===== src/rtl/mux8_rr_arbiter.sv =====
// mux8_rr_arbiter: round-robin arbiter that owns the select of a shared 8:1
// single-bit mux. Each grant lasts up to HOLD_CYCLES cycles and is released
// early when its requester drops req. The grant, select and valid are
// registered; out is the selected data bit, gated by valid.
//
// Parameters:
//   HOLD_CYCLES  maximum cycles one grant is held (1..16, default 4)
// Ports:
//   clk    clock, rising edge
//   rst    asynchronous active-high reset
//   req    [7:0] request vector, req[i] from requester i
//   in     [7:0] data bits, in[i] belongs to requester i
//   gnt    [7:0] registered one-hot grant, zero when idle
//   sel    [2:0] registered index of the granted requester (mux select)
//   valid  registered, high while a grant is active
//   out    combinational in[sel] gated by valid
// Configuration:
//   MUX8_ARB_FIXED_PRIO_EN  when defined, search always starts at index 0
//                           (fixed priority, lowest index wins)
module mux8_rr_arbiter #(
    parameter int unsigned HOLD_CYCLES = 4
) (
    input  logic       clk,
    input  logic       rst,
    input  logic [7:0] req,
    input  logic [7:0] in,
    output logic [7:0] gnt,
    output logic [2:0] sel,
    output logic       valid,
    output logic       out
);

    localparam int unsigned CNT_W = $clog2(HOLD_CYCLES) + 1;
    localparam logic [CNT_W-1:0] CNT_RELOAD = CNT_W'(HOLD_CYCLES - 1);

    typedef enum logic {
        IDLE,
        GRANT
    } state_t;

    state_t           state;
    state_t           state_nxt;
    logic [CNT_W-1:0] cnt;
    logic [CNT_W-1:0] cnt_nxt;
    logic [2:0]       last;
    logic [2:0]       last_nxt;
    logic [2:0]       sel_nxt;
    logic [7:0]       gnt_nxt;
    logic             valid_nxt;
    logic [2:0]       ptr;
    logic [2:0]       win;
    logic             found;
    logic             rel;
    logic             take;

    // Search start: after the last grant in IDLE, after the current holder in
    // GRANT, so the current holder is examined last.
`ifdef MUX8_ARB_FIXED_PRIO_EN
    assign ptr = 3'd0;
`else
    assign ptr = (state == IDLE) ? (last + 3'd1) : (sel + 3'd1);
`endif

    // First requester at or after ptr (3-bit wrap); scanned from the far end
    // so the nearest hit is the one that sticks.
    always_comb begin
        found = 1'b0;
        win   = 3'd0;
        for (int i = 7; i >= 0; i--) begin
            if (req[ptr + 3'(i)]) begin
                found = 1'b1;
                win   = ptr + 3'(i);
            end
        end
    end

    // Next-state and next-output logic.
    always_comb begin
        state_nxt = state;
        gnt_nxt   = gnt;
        sel_nxt   = sel;
        valid_nxt = valid;
        cnt_nxt   = cnt;
        last_nxt  = last;
        rel       = 1'b0;
        take      = 1'b0;

        case (state)
            IDLE: begin
                take = found;
            end
            GRANT: begin
                rel = !req[sel] || (cnt == '0);
                if (!rel) begin
                    cnt_nxt = cnt - CNT_W'(1);
                end else if (found) begin
                    take = 1'b1;
                end else begin
                    state_nxt = IDLE;
                    gnt_nxt   = 8'h00;
                    valid_nxt = 1'b0;
                end
            end
            default: begin
                state_nxt = IDLE;
            end
        endcase

        // A new winner is granted on this edge, with no idle bubble.
        if (take) begin
            state_nxt = GRANT;
            gnt_nxt   = 8'b1 << win;
            sel_nxt   = win;
            valid_nxt = 1'b1;
            cnt_nxt   = CNT_RELOAD;
            last_nxt  = win;
        end
    end

    // State and output registers.
    always_ff @(posedge clk or posedge rst) begin
        if (rst) begin
            state <= IDLE;
            gnt   <= 8'h00;
            sel   <= 3'd0;
            valid <= 1'b0;
            cnt   <= '0;
            last  <= 3'd7;
        end else begin
            state <= state_nxt;
            gnt   <= gnt_nxt;
            sel   <= sel_nxt;
            valid <= valid_nxt;
            cnt   <= cnt_nxt;
            last  <= last_nxt;
        end
    end

    assign out = valid & in[sel];

endmodule


===== config.mk =====
export PLATFORM = sky130hd
export DESIGN_NAME = mux8_rr_arbiter
export DESIGN_NICKNAME = d
export VERILOG_FILES = /design/src/rtl/mux8_rr_arbiter.sv
export SDC_FILE = /design/constraint.sdc
export NUM_CORES = 1
export LEC_CHECK = 0
export BUFFER_PORTS_ARGS = -buffer_cell sky130_fd_sc_hd__buf_2
export CORE_MARGIN = 3
export CORE_UTILIZATION = 50
export CTS_CLUSTER_SIZE = 12
export DETAILED_ROUTE_END_ITERATION = 6
export PLACE_DENSITY = 0.83
export SKIP_LAST_GASP = 1
export SLEW_MARGIN = 0
export SYNTH_ARGS = -nofsm -noshare
export SYNTH_HDL_FRONTEND = slang
export SYNTH_SLANG_ARGS = --single-unit

===== constraint.sdc =====
create_clock -name clk -period 6.2 [get_ports clk]
set_input_delay 0.93 -clock clk [delete_from_list [all_inputs] [get_ports clk]]
set_output_delay 0.93 -clock clk [all_outputs]
set_load 0.02 [all_outputs]

==> impl_metrics.ini, run 1 <==
[clocking]
tritoncts = built
cts.path.max_buffers = 2
htreeDepth = 1
cts_num_sinks = 19
postCtsSetupBuffers = 0
cts_root_buffer = sky130_fd_sc_hd__clkbuf_8
clkSlewWorstSetupHoldPaths_ns = 0.08
hold_buffers = 0
number_of_buffers_created_by_cts = 3
ctsResizeCount = 0
clock_insertion_delay_worst_skew_ns = 0.26

[cells_and_area]
fillcell_total = 319
area_overhead_vs_synth_pct = 10.0
n_antenna_cell = 0
share_of_cells_above_drive_strength_1_pct = 30.6
final_net_count = 254

[routing]
met2_wire_length_microns = 2500
detailroute.wirelength.met3_microns = 416
drt_iter0_drc = 276
drcViolationCount = 0
drt_pass1_iterations = 5
met1_layer_wirelength_in_the_final_routing_microns = 2390
post_drt_wl_per_cell_microns = 19.4
highest_layer = met4
num_vias = 1902
finalWirelength_microns = 5420
drtAntennaViolNets = 0
post_drt_via_cell_ratio = 6.79

[timing]
maxClockFrequency_mhz = 199
slew_violations = 0
max_slew.worst_pin.slew_ns = 0.809
timing.setup.tns_ns = 0
rsz_0062_raised_after_global_routing = no
period_minus_slack_ns = 5.02
clock_skew_ns = 0.00405
hold_viol = 0
maxSlewHeadroom_pct = 46.1
setup_viol = 0
share_of_the_clock_period_used_by_the_worst_path_after_layout_pct = 80.9

[global_routing]
grt_max_degree = 22
gr-usage-all-layers_pct = 22.3
wire_length_of_the_first_global_routing_pass_microns = 9030
number_of_global_route_vias_before_repair = 1862
total_congestion_overflow_after_global_routing = 0
initial_antenna_violation_count = 0

[floorplan]
fp.dieH_microns = 70.1
ios = 31
placement_rows = 22
design.die.area_sq_um = 4920
start_util_pct = 54.2
dieWidth_microns = 70.1
core_area_sq_um = 3800

[placement]
hpwlAfterDp_microns = 4060
placement.io_buffers = 30
globalplace.congestion = 0.912

[setup_path]
cells_along_the_critical_path = mux2i_4 -> inv_4 -> ha_1 -> mux2i_1 -> mux2i_1 -> mux2_2 -> a211o_1 -> or3_1 -> nand2_1 -> mux2_2
r2r_setup_slack_ns = 1.18
data_required_time_of_the_worst_path_ns = 6.35
critPathArrivalTime_ns = 5.16
crit_path_max_incr_delay_ns = 0.88
reg2regPathDepth = 10
timing.critical_path.to_type = register
critical_setup_path_kind = register to register
worst_path_max_delay_cell = sky130_fd_sc_hd__ha_1
worstReg2RegEnd = sel[0]
crit_path_max_fanout = 21
timing.critical_path.from_type = register
regToRegStartpoint = state

[synthesis]
synthesis.yosys.warnings = 0
synth_top_area_cell = sky130_fd_sc_hd__dfrtp_1
synth_edf_count = 0
netlist.area_leader.share_pct = 19.5
postSynthCellCount = 209
synth_top_flop_cell = sky130_fd_sc_hd__dfrtp_1
synth-seq-cells = 19
ys_top_cells_by_area = sky130_fd_sc_hd__dfrtp_1 (19%), sky130_fd_sc_hd__mux2i_1 (11%), sky130_fd_sc_hd__mux4_2 (11%), sky130_fd_sc_hd__mux2_2 (6.6%), sky130_fd_sc_hd__nand2_1 (4.4%)
syn_area_per_cell_sq_um = 9.84
post-synth-top-count-cell = sky130_fd_sc_hd__nand2_1
synth.cells.most_frequent = sky130_fd_sc_hd__nand2_1 (24), sky130_fd_sc_hd__mux2i_1 (23), sky130_fd_sc_hd__dfrtp_1 (16), sky130_fd_sc_hd__mux2_2 (12)
synth_fp_nets = 230
synth_cell_types = 53
synth-async-reset-ratio_pct = 100
synth.cell_area_sq_um = 2060
yosysSeqAreaShare_pct = 23.3

[worst_hold_path]
timing.hold.worst_endpoint = gnt[6]
hp-start = gnt[6]
min_path_type = register to register
whs_path_depth = 2

[flow_run]
drv.max_cap_violation_count = 0

[run_status]
outcome = completed
-- how the worst max path moves through the flow --
stage	slack, ns	from	to
2_1_floorplan	2.40	sel[0]	last[0]
5_1_grt	0.89	state	sel[0]
3_5_place_dp	1.20	state	gnt[5]
3_3_place_gp	1.45	state	gnt[0]
4_1_cts	1.16	state	gnt[5]
6_report	1.18	state	sel[0]
-- state kept, by name, indices dropped and copies added, names as in the netlist --
| name | cells |
|---|---|
| cnt | 3 |
| last | 3 |
| sel | 3 |
| valid | 1 |
| gnt | 8 |
| state | 1 |
-- critical path: cells and delay by family, from the launching register on --
kind,cells,cell delay [ns]
buf+inv,1,0.20
mux,5,2.15
flops,1,0.56
fa+ha+maj,1,0.88
compound gates,1,0.26
simple gates,2,0.84
-- cell type report --
cell class / instances / area [sq um] / share of cell area (%)
Clock inverter: 1 / 7.51 / 0.332
Timing Repair Buffer: 31 / 158 / 6.97
Inverter: 7 / 28.8 / 1.27
Sequential cell: 19 / 479 / 21.2
Tap cell: 48 / 60.1 / 2.65
Clock buffer: 3 / 41.3 / 1.82
Multi-Input combinational cell: 171 / 1490 / 65.8
-- kinds of logic after synthesis --
kind of cell	after synthesis	synth area share, %
and+or+nand+nor	58	13.5
AOI/OAI and AO/OA	53	20.1
muxes	53	34.5
buffers and inverters	19	4.68
DFF	19	23.3
xor gates and xnor gates	4	2.07
adders and majority gates	3	1.83
-- layer usage --
metal / track usage [%] / vias to the layer above
met1: 32.4 / 900
met3: 2.01 / 16
met2: 35.3 / 116
met5: 0 / -
met4: 6.17 / 0
li1: - / 870
-- metrics by stage --
step	hold slack [ns]	cell area [sq um]	setup slack, ns	utilization [%]	instances
after floorplan	0.464	2060	2.40	-	209
after global placement	0.454	2210	1.45	58.1	276
after detailed placement	0.456	2210	1.20	58.1	276
after CTS	0.481	2260	1.16	59.4	280
after global routing	0.522	2260	0.893	59.6	280
final	0.479	2260	1.18	59.6	280
-- cells in the final DEF (no fill, tap or decap), types with 2 or more instances in the layout --
cell type | netlist | final
sky130_fd_sc_hd__buf_2 | 5 | 30
sky130_fd_sc_hd__nor2_1 | 10 | 10
sky130_fd_sc_hd__dfrtp_1 | 16 | 16
sky130_fd_sc_hd__o21a_1 | 2 | 2
sky130_fd_sc_hd__ha_1 | 3 | 3
sky130_fd_sc_hd__a211oi_1 | 3 | 3
sky130_fd_sc_hd__mux2_1 | 3 | 3
sky130_fd_sc_hd__dfstp_2 | 3 | 3
sky130_fd_sc_hd__o41ai_1 | 8 | 7
sky130_fd_sc_hd__o221ai_1 | 6 | 6
sky130_fd_sc_hd__o21ai_0 | 6 | 6
sky130_fd_sc_hd__mux2i_4 | 2 | 2
sky130_fd_sc_hd__xnor2_1 | 3 | 3
sky130_fd_sc_hd__inv_1 | 6 | 6
sky130_fd_sc_hd__mux2_2 | 12 | 12
sky130_fd_sc_hd__nand2_1 | 24 | 24
sky130_fd_sc_hd__o211ai_1 | 3 | 3
sky130_fd_sc_hd__nand3b_1 | 2 | 2
sky130_fd_sc_hd__a31o_1 | 2 | 2
sky130_fd_sc_hd__a221o_1 | 2 | 2
sky130_fd_sc_hd__nand2b_1 | 4 | 4
sky130_fd_sc_hd__mux2i_2 | 3 | 3
sky130_fd_sc_hd__o22ai_1 | 4 | 4
sky130_fd_sc_hd__mux2i_1 | 23 | 23
sky130_fd_sc_hd__o2111ai_1 | 2 | 2
sky130_fd_sc_hd__clkbuf_8 | 0 | 3
sky130_fd_sc_hd__a21oi_1 | 3 | 3
sky130_fd_sc_hd__nor3_1 | 6 | 6
sky130_fd_sc_hd__mux4_2 | 10 | 10
sky130_fd_sc_hd__nand3_1 | 5 | 5
sky130_fd_sc_hd__a211o_1 | 2 | 2
sky130_fd_sc_hd__o41ai_2 | 1 | 2
Power of run 1 is left out: the tool's default activity adds up to more than one toggle a clock period on the data nets, which glitch-free logic cannot reach.
==> run 2, diff against run 1 <==
==> constraint.sdc (replaced) <==
create_clock -name clk -period 5.15 [get_ports clk]
set_input_delay 0.7725 -clock clk [delete_from_list [all_inputs] [get_ports clk]]
set_output_delay 0.7725 -clock clk [all_outputs]
set_load 0.02 [all_outputs]
==> run 2 against run 1 <==
Net effect:
- utilization up 0.53 points
- critical path depth unchanged
- non-clock buffer count up 4
- final cell count up 1.4%
- die area unchanged
- wire length down 4.3%
- worst setup slack worse by 0.73 ns
- final area up 0.88%
- critical endpoint is now sel[2]
==> impl_metrics.ini, run 2 (synthesis gave the netlist of run 1 again) <==
[run_status]
outcome = completed

[placement]
placement.io_buffers = 30
globalplace.congestion = 0.901
hpwlAfterDp_microns = 3960
place_area_sq_um = 2240

[timing]
slew_violations = 0
maxClockFrequency_mhz = 213
rsz_0062_raised_after_global_routing = no
timing.setup.tns_ns = 0
clock_skew_ns = 0.00416
share_of_the_clock_period_used_by_the_worst_path_after_layout_pct = 91.2
max_slew.worst_pin.slew_ns = 0.705
whs_ns = 0.480
period_minus_slack_ns = 4.70
maxSlewHeadroom_pct = 52.0
hold_viol = 0
setup_viol = 0

[worst_hold_path]
timing.hold.worst_endpoint = gnt[1]
min_path_type = register to register
hp-start = gnt[1]
whs_path_depth = 2

[routing]
drcViolationCount = 0
drt_pass1_iterations = 5
post_drt_wl_per_cell_microns = 18.3
finalWirelength_microns = 5190
drtAntennaViolNets = 0
drt_iter0_drc = 226
post_drt_via_cell_ratio = 6.55
num_vias = 1860

[clocking]
clkSlewWorstSetupHoldPaths_ns = 0.07
ctsResizeCount = 0
hold_buffers = 0
cts.path.max_buffers = 2
clock_insertion_delay_worst_skew_ns = 0.25
cts_root_buffer = sky130_fd_sc_hd__clkbuf_8
tritoncts = built
postCtsSetupBuffers = 0
htreeDepth = 1
cts_num_sinks = 19
number_of_buffers_created_by_cts = 3

[floorplan]
dieWidth_microns = 70.1
placement_rows = 22
design.die.area_sq_um = 4920
ios = 31
core_area_sq_um = 3800
fp.dieH_microns = 70.1
start_util_pct = 54.2

[setup_path]
r2r_setup_slack_ns = 0.45
worst_path_max_delay_cell = sky130_fd_sc_hd__mux2i_4
critPathLaunch = state
regToRegStartpoint = state
crit_path_max_incr_delay_ns = 0.70
data_required_time_of_the_worst_path_ns = 5.29
crit_path_max_fanout = 17
reg2regPathDepth = 10
timing.critical_path.to_type = register
timing.critical_path.from_type = register
cells_along_the_critical_path = mux2i_4 -> inv_4 -> ha_1 -> mux2i_1 -> mux2i_1 -> mux2_2 -> a211o_1 -> or3_1 -> nand2_1 -> mux2_2
critPathArrivalTime_ns = 4.84
worstReg2RegEnd = sel[2]
critical_setup_path_kind = register to register

[flow_run]
drv.max_cap_violation_count = 0

[global_routing]
wire_length_of_the_first_global_routing_pass_microns = 8670
grt_max_degree = 20
initial_antenna_violation_count = 0
total_congestion_overflow_after_global_routing = 0
number_of_global_route_vias_before_repair = 1773
gr-usage-all-layers_pct = 21.5

[cells_and_area]
layout_cell_area_excl_fill_sq_um = 2280
final_net_count = 258
fillcell_total = 328
n_antenna_cell = 0
layout_common_cells = sky130_fd_sc_hd__buf_2 (30), sky130_fd_sc_hd__nand2_1 (24), sky130_fd_sc_hd__mux2i_1 (23)
max_flop_register = gnt
final_core_util_pct = 60.1
share_of_cells_above_drive_strength_1_pct = 31.4
largest_reg_flops = 8
final_common_cell = sky130_fd_sc_hd__buf_2
area_overhead_vs_synth_pct = 11.0
## run 2: changes by cell type in the layout (fill, tap and decap cells not counted)
cell | before | now
sky130_fd_sc_hd__buf_4 | 1 | 5
sky130_fd_sc_hd__clkinv_2 | 0 | 1
sky130_fd_sc_hd__clkinvlp_4 | 1 | 0
sky130_fd_sc_hd__o41ai_1 | 7 | 8
sky130_fd_sc_hd__o41ai_2 | 2 | 1
## run 2: worst max-delay path by stage
| stage | to | slack (ns) | cells after the start |
|---|---|---|---|
| after floorplan | last[0] | 1.35 | 14 |
| after global placement | sel[1] | 0.73 | 10 |
| after detailed placement | sel[1] | 0.50 | 10 |
| after CTS | sel[1] | 0.48 | 10 |
| after global routing | sel[2] | 0.17 | 10 |
| final | sel[2] | 0.45 | 10 |
## run 2: layout make-up
cell class	instances	area, sq um	share of cell area [%]
Timing Repair Buffer	35	188	8.22
Inverter	7	28.8	1.26
Clock buffer	3	41.3	1.81
Clock inverter	1	5.00	0.219
Sequential cell	19	479	21.0
Tap cell	48	60.1	2.63
Multi-Input combinational cell	171	1480	64.9
## run 2: routing by layer
metal	wire [microns]	part of all wire [%]	track usage, %	vias to the layer above
met2	2400	46	33.5	94
met4	71	1.4	6.60	0
met1	2300	44	30.5	882
met3	423	8.2	3.31	7
li1	-	-	-	877
met5	0	0	0	-
## run 2: through the flow
stage / worst slack (ns) / instances
floorplan: 1.35 / 209
finish: 0.453 / 284
global placement: 0.732 / 280
detailed placement: 0.504 / 280
CTS: 0.477 / 284
global route: 0.173 / 284
## run 2: critical path: cells and delay by family, from the launching register on
kind | cells | cell delay (ns)
fa+ha+maj | 1 | 0.58
buf+inv | 1 | 0.21
simple gates | 2 | 0.82
flops | 1 | 0.56
mux | 5 | 2.17
compound gates | 1 | 0.25
Power of run 2 is left out for the same reason.
